[src/rtl/irq_source_ctrl.sv]
// irq_source_ctrl: latches edge events from three external peripherals and a machine timer,
// then presents at most one one-hot request line to the core, held until acknowledged by ID.
module irq_source_ctrl #(
    parameter int unsigned TIMER_W = 32
) (
    input  logic               clk,
    input  logic               rst,
    input  logic [2:0]         ext_req,
    input  logic               ack_valid,
    input  logic [1:0]         ack_id,
    input  logic               mask_wr,
    input  logic [3:0]         mask_wdata,
    input  logic               tcmp_wr,
    input  logic [TIMER_W-1:0] tcmp_wdata,
    output logic [3:0]         interrupt,
    output logic [3:0]         pending,
    output logic [TIMER_W-1:0] mtime
);

    typedef enum logic [1:0] {
        StIdle,
        StAssert,
        StGap
    } state_t;

    // External event synchronizer and edge detector
    logic [2:0]         r_sync1;
    logic [2:0]         r_sync2;
    logic [2:0]         r_sync2_d;
    logic [2:0]         w_ext_rise;

    // Timer
    logic [TIMER_W-1:0] r_mtime;
    logic [TIMER_W-1:0] r_mtimecmp;
    logic               w_tmr_match;

    // Mask and pending bookkeeping
    logic [3:0]         r_mask;
    logic [3:0]         r_pending;
    logic [3:0]         w_pending_set;
    logic [3:0]         w_pending_clr;
    logic [3:0]         w_pending_next;
    logic [3:0]         w_eligible;

    // Arbitration and request FSM
    logic [1:0]         w_sel_id;
    state_t             r_state;
    state_t             w_state_next;
    logic [1:0]         r_cur_id;
    logic [1:0]         w_cur_id_next;
    logic [3:0]         r_interrupt;
    logic [3:0]         w_interrupt_next;
    logic               w_ack_clr;

    // Two-flop synchronizer plus one delay stage for rising-edge detection.
    // Clearing on reset means a line already high at release looks like a fresh edge.
    always_ff @(posedge clk or posedge rst) begin
        if (rst) begin
            r_sync1   <= 3'b000;
            r_sync2   <= 3'b000;
            r_sync2_d <= 3'b000;
        end else begin
            r_sync1   <= ext_req;
            r_sync2   <= r_sync1;
            r_sync2_d <= r_sync2;
        end
    end

    assign w_ext_rise = r_sync2 & ~r_sync2_d;

    // Free-running timer and its compare register.
    always_ff @(posedge clk or posedge rst) begin
        if (rst) begin
            r_mtime    <= '0;
            r_mtimecmp <= '1;
        end else begin
            r_mtime <= r_mtime + TIMER_W'(1);
            if (tcmp_wr) begin
                r_mtimecmp <= tcmp_wdata;
            end
        end
    end

    // Match uses the compare value in effect this cycle, not one being written.
    assign w_tmr_match = (r_mtime == r_mtimecmp);

    // Enable mask register.
    always_ff @(posedge clk or posedge rst) begin
        if (rst) begin
            r_mask <= 4'b1111;
        end else if (mask_wr) begin
            r_mask <= mask_wdata;
        end
    end

    // Pending next-state: set sources win over clear sources on the same bit.
    always_comb begin
        w_pending_set = {w_ext_rise, w_tmr_match};
        w_pending_clr = {3'b000, tcmp_wr};
        if (w_ack_clr) begin
            w_pending_clr = w_pending_clr | (4'b0001 << r_cur_id);
        end
        w_pending_next = (r_pending & ~w_pending_clr) | w_pending_set;
    end

    // Pending register.
    always_ff @(posedge clk or posedge rst) begin
        if (rst) begin
            r_pending <= 4'b0000;
        end else begin
            r_pending <= w_pending_next;
        end
    end

    assign w_eligible = r_pending & r_mask;

    // Fixed priority: lowest eligible index wins.
    always_comb begin
        w_sel_id = 2'd0;
        if (w_eligible[0]) begin
            w_sel_id = 2'd0;
        end else if (w_eligible[1]) begin
            w_sel_id = 2'd1;
        end else if (w_eligible[2]) begin
            w_sel_id = 2'd2;
        end else if (w_eligible[3]) begin
            w_sel_id = 2'd3;
        end
    end

    // FSM next-state, selected ID and request line.
    always_comb begin
        w_state_next     = r_state;
        w_cur_id_next    = r_cur_id;
        w_interrupt_next = r_interrupt;
        w_ack_clr        = 1'b0;
        unique case (r_state)
            StIdle: begin
                w_interrupt_next = 4'b0000;
                if (|w_eligible) begin
                    w_cur_id_next    = w_sel_id;
                    w_interrupt_next = 4'b0001 << w_sel_id;
                    w_state_next     = StAssert;
                end
            end
            StAssert: begin
                // Line is held regardless of mask changes; only a matching ack drops it.
                if (ack_valid && (ack_id == r_cur_id)) begin
                    w_ack_clr        = 1'b1;
                    w_interrupt_next = 4'b0000;
                    w_state_next     = StGap;
                end
            end
            StGap: begin
                w_interrupt_next = 4'b0000;
                w_state_next     = StIdle;
            end
            default: begin
                w_interrupt_next = 4'b0000;
                w_state_next     = StIdle;
            end
        endcase
    end

    // FSM state, current ID and registered request output.
    always_ff @(posedge clk or posedge rst) begin
        if (rst) begin
            r_state     <= StIdle;
            r_cur_id    <= 2'd0;
            r_interrupt <= 4'b0000;
        end else begin
            r_state     <= w_state_next;
            r_cur_id    <= w_cur_id_next;
            r_interrupt <= w_interrupt_next;
        end
    end

    assign interrupt = r_interrupt;
    assign pending   = r_pending;
    assign mtime     = r_mtime;

endmodule

[config.mk]
export PLATFORM = sky130hd
export DESIGN_NAME = irq_source_ctrl
export DESIGN_NICKNAME = d
export VERILOG_FILES = /design/src/rtl/irq_source_ctrl.sv
export SDC_FILE = /design/constraint.sdc
export NUM_CORES = 1
export LEC_CHECK = 0
export BUFFER_PORTS_ARGS = -buffer_cell sky130_fd_sc_hd__buf_4
export CORE_MARGIN = 8
export CORE_UTILIZATION = 58
export DETAILED_ROUTE_END_ITERATION = 16
export MAX_ROUTING_LAYER = met4
export PLACE_DENSITY = 0.82
export SYNTH_ARGS = -nofsm -noshare
export SYNTH_HDL_FRONTEND = slang
export SYNTH_SLANG_ARGS = --single-unit
[constraint.sdc]
create_clock -name clk -period 4.41 [get_ports clk]
set_input_delay 0.2205 -clock clk [delete_from_list [all_inputs] [get_ports clk]]
set_output_delay 0.2205 -clock clk [all_outputs]
set_load 0.05 [all_outputs]
# Word-level counts from Yosys, hierarchy flattened

Index checks and enable logic that the tools add are counted.

Bits in registers: 89
Input port bits: 46
Output and inout port bits: 40
Word-level logic and storage cells: 43

Add/sub/neg operators: 1
Equality and inequality tests: 5
Shifts and indexed selects: 2
Mux-type cells: 13
Bitwise logic cells: 7
Reductions and logical operators: 5

Operator list:

| operator                                             | count |
|---|---|
| adder 32 x 1 -> 32 bit (second input constant)       | 1 |
| equality test 32 bit                                 | 1 |
| 2-to-1 mux 2 bit                                     | 6 |
| 2-to-1 mux 4 bit                                     | 3 |
| bitwise AND 4 bit                                    | 2 |
| case mux 4 bit (2 select lines)                      | 1 |
| << shifter 1 x 2 -> 4 bit (first input constant)     | 2 |
| inequality test 2 bit (second input constant)        | 2 |
| NOT 4 bit                                            | 1 |
| bitwise OR 1 x 4 -> 4 bit                            | 1 |
| bitwise OR 4 bit                                     | 1 |
| case mux 2 bit (2 select lines)                      | 1 |
| AND reduction 2 bit                                  | 2 |
| OR reduction 4 bit                                   | 1 |
| bitwise AND 3 bit                                    | 1 |
| NOT 3 bit                                            | 1 |
| equality test 2 x 1 -> 1 bit (second input constant) | 1 |
| equality test 2 bit                                  | 1 |
| zero test 2 bit                                      | 1 |
| 2-to-1 mux 1 bit                                     | 2 |
| logical AND 1 bit                                    | 1 |

# Longest topological paths before layout

Depth in word-level cells: 8
Mapped depth: 6
Gate-level depth less buffers: 5

# Worst setup path before layout

No wires, ideal clock.

Kind: reg2reg
Start point: register r_mtime[0], in the netlist mtime[0]
End point: register r_mtime[18], in the netlist mtime[18]
Library setup time: 0.082 ns
Data arrival time: 1.791 ns
Required time: 4.328 ns
Setup slack: 2.537 ns
Cell stages (with the launch flop): 7
Buffers on the path: 1
Clock period less this slack: 1.873 ns
Cell sequence: dfrtp_1 ha_1 and4_1 buf_4 nand4_4 nor4_2 xor2_1

Word-level cells in the longest chain between the ends: 1

RTL lines:

| what                   | RTL line | RTL |
|---|---|---|
| from (decl)            | 33       | `logic [TIMER_W-1:0] r_mtime;` |
| from (signal assigned) | 77       | `r_mtime <= r_mtime + TIMER_W'(1);` |
| adder 32 x 1 -> 32 bit | 77       |  |

No other way between the ends.
A chain may end at the register's enable or synchronous reset.

# Worst setup path in the final report

Start point: register r_mtime[0], in the netlist mtime[0]
End point: register r_mtime[27], in the netlist mtime[27]

The elaborated chain is that of the path after synthesis.

==> run metrics <==
synth-to-layout area growth=24.0%; most numerous cell types in the synthesized netlist=53 x sky130_fd_sc_hd__dfrtp_1, 37 x sky130_fd_sc_hd__mux2_2, 37 x sky130_fd_sc_hd__xor2_1; Critical Path Source=mtime[0]; DRC errors left=0; Worst setup SP type=register; total nets after synthesis=353; sequential area share after synthesis=57.7%; Via density=5.57; setup total negative slack=0 ns; top_reg_cell synth=sky130_fd_sc_hd__dfrtp_1; internal power=1.38 mW; Pre-antenna DRT Iters=4; CTS clk-pin slew, worst paths=0.10 ns; total half-perimeter wirelength after legalization and detailed placement=6.43 mm; most used standard cell by instance count after synthesis=sky130_fd_sc_hd__dfrtp_1; global-route usage over all layers=19.4%; combined area of all synthesized cells=0.00394 mm²; leading area contributor after synthesis=sky130_fd_sc_hd__dfrtp_1; via count=2683; number of violations reported at the end of detailed-routing iteration 0=107; data arrival time of the critical path=2.11 ns; final WL=8.86 mm; layout cells sized above 1=44.8%; final slew viol count=0; status=finished, final reports clean; highest cell delay on the worst timing path=0.71 ns; buffers plus inverters on the worst setup path=0; static leakage=2.23 nW; port buffer count=85; Clock Skew=0.00804 ns; number of flip-flops and latches in the synthesized netlist=89; Antenna Cells=0; cells on worst reg2reg path=4; clock sink count=89; worst-path cell chain=nand3_1 > nor2_1 > nand4_1 > xnor2_1; number of enable-type register cells in the synthesized netlist=0; fraction of synthesis flops using an asynchronous set or reset pin=100%; synthesized netlist cell count=306; mean post-synth cell area=12.9 µm²; cells taking the most area after synthesis=sky130_fd_sc_hd__dfrtp_1 34%, sky130_fd_sc_hd__dfstp_2 24%, sky130_fd_sc_hd__mux2_2 11%; die width=98.4 µm; fill cell total of the finished layout=463; clock latency at the later pin of the worst-skew pair=0.36 ns; initial cell density of the core=59.0%; global-route wire length before repair=14.5 mm; maximum buffer depth of the clock tree=2; worst hold path type=input port to async pin; overflow left after global routing=0; switching share of total power=28.4%; Placeable Area=0.00668 mm²; CP Max Fanout=14; initial antenna violation count=0; reported max-cap violation count=0; CTS tree=yes; family of cells with the greatest summed delay on the critical path=simple AND/OR/NAND/NOR gates; CTS Root Buffer Type=sky130_fd_sc_hd__clkbuf_8; final critical-path required period=1.87 ns; switching pwr=0.547 mW; Row Count=30; areal power density over the cells=395 mW/mm²; Max rail drop VDD=0.000245 V; vias in the first global route=2835; pin count of the biggest net entering global routing=56; sequential share of power=50.5%; CTS H-Tree Depth=3; Slowest-stage cell, CP=sky130_fd_sc_hd__nor2_1; number of nets with antenna violations after routing=0; nets@finish=444; Yosys top cell area share=33.7%; part of the cycle the worst path needs=42.5%; number of setup violations in the final report=0; RSZ-0062 raised after global routing=no; die area=0.00968 mm²; reg-to-reg endpoint=mtime[27]; required time of the worst setup path=4.64 ns; transition time at the pin with the least slew margin=0.929 ns; count of synthesis-stage warnings from yosys=0; Ports=86; Max Fclk=0.534 GHz; share of total power in combinational logic=17.4%; worst max-slew margin expressed relative to the limit=37.8%; endpoint class of the critical path=register; Fin. Hold Viols=0; wire length per cell=18.4 µm; worst setup path class=register to register; Clock power frac=32.2%; worst hold slack=0.0306 ns; vertical die dimension=98.4 µm; final weighted congestion in routability-driven placement=0.880; worst flop-to-flop path startpoint=mtime[0]; distinct cell type count of the synthesized netlist=34; CTS buffer count=9; reg-to-reg slack, setup=2.54 ns
## metal layers
| metal | vias up | GRT usage [%] | wire length, µm | part of all wire, % |
|---|---|---|---|---|
| met5 | - | - | 0 | 0 |
| met4 | 0 | 6.73 | 187 | 2.1 |
| met3 | 19 | 5.05 | 487 | 5.5 |
| met2 | 80 | 30.7 | 4370 | 49 |
| met1 | 1337 | 23.6 | 3810 | 43 |
| li1 | 1247 | - | - | - |
## metrics by stage
step / cells / utilization, % / power (mW) / worst slack [ns] / area [µm²]
after global routing: 482 / 73.1 / 2.01 / 2.40 / 4880
after detailed placement: 463 / 69.4 / 1.32 / 2.54 / 4630
final: 482 / 73.1 / 1.93 / 2.54 / 4880
after floorplan: 306 / - / 1.20 / 1.94 / 3940
after CTS: 482 / 73.1 / 1.94 / 2.54 / 4880
after global placement: 463 / 69.4 / 1.30 / 2.68 / 4630
## cells in the final DEF (no fill, tap or decap), types with 9 or more instances in the layout
master / Yosys / routed
sky130_fd_sc_hd__dfrtp_1: 53 / 53
sky130_fd_sc_hd__nand4_1: 16 / 16
sky130_fd_sc_hd__mux2_2: 37 / 37
sky130_fd_sc_hd__nand3_1: 13 / 13
sky130_fd_sc_hd__xor2_1: 37 / 37
sky130_fd_sc_hd__buf_4: 1 / 86
sky130_fd_sc_hd__clkbuf_8: 0 / 9
sky130_fd_sc_hd__xnor2_1: 27 / 27
sky130_fd_sc_hd__nand2_1: 16 / 16
sky130_fd_sc_hd__dfstp_2: 36 / 36
## cells by family (layout without fill, tap and decap cells)
| logic type | Yosys count | after routing | share of synthesized area (%) |
|---|---|---|---|
| buffers and inverters | 18 | 114 | 2.16 |
| adder cells (fa/ha/maj) | 1 | 1 | 0.318 |
| XOR/XNOR | 64 | 64 | 14.2 |
| multiplexers | 37 | 37 | 10.6 |
| AO/OA/AOI/OAI | 16 | 16 | 2.61 |
| AND/OR/NAND/NOR | 81 | 81 | 12.4 |
| flip-flops | 89 | 89 | 57.7 |
## what timing repair did
item | CTS | global route
resized for setup | 0 | 0
hold buffers | 3 | 0
setup buffers | 0 | 0
hold endpoints to repair | 3 | 0
## sequential cells by signal, summed over array words and instances, names as in the netlist
name,flops
r_sync2,3
mtime,32
r_sync1,3
pending,4
r_mask,4
interrupt,4
r_cur_id,2
r_state,2
r_sync2_d,3
r_mtimecmp,32
## power groups by stage
stage | clock network [mW] | logic (mW) | registers, mW
finish | 0.620 | 0.334 | 0.973
global route | 0.656 | 0.365 | 0.985
CTS | 0.624 | 0.338 | 0.973
detailed placement | 0 | 0.333 | 0.988
global placement | 0 | 0.322 | 0.983
floorplan | 0 | 0.161 | 1.04
## how the worst max path moves through the flow
stage                    to  slack (ns)  cells after the start
3_5_place_dp      mtime[18]        2.54                      5
4_1_cts           mtime[18]        2.54                      5
2_1_floorplan  interrupt[0]        1.94                      1
6_report          mtime[27]        2.54                      4
5_1_grt           mtime[27]        2.40                      4
3_3_place_gp      mtime[29]        2.68                      4
## final cells by class
class	count	area (µm²)	share of cell area (%)
inverter	9	35.0	0.717
multi-input combinational	199	1580	32.4
timing repair buffer	89	676	13.8
clock buffer	10	128	2.61
clock inverter	6	91.3	1.87
tap	80	100	2.05
sequential	89	2270	46.5
(Power assumes the default switching activity.)
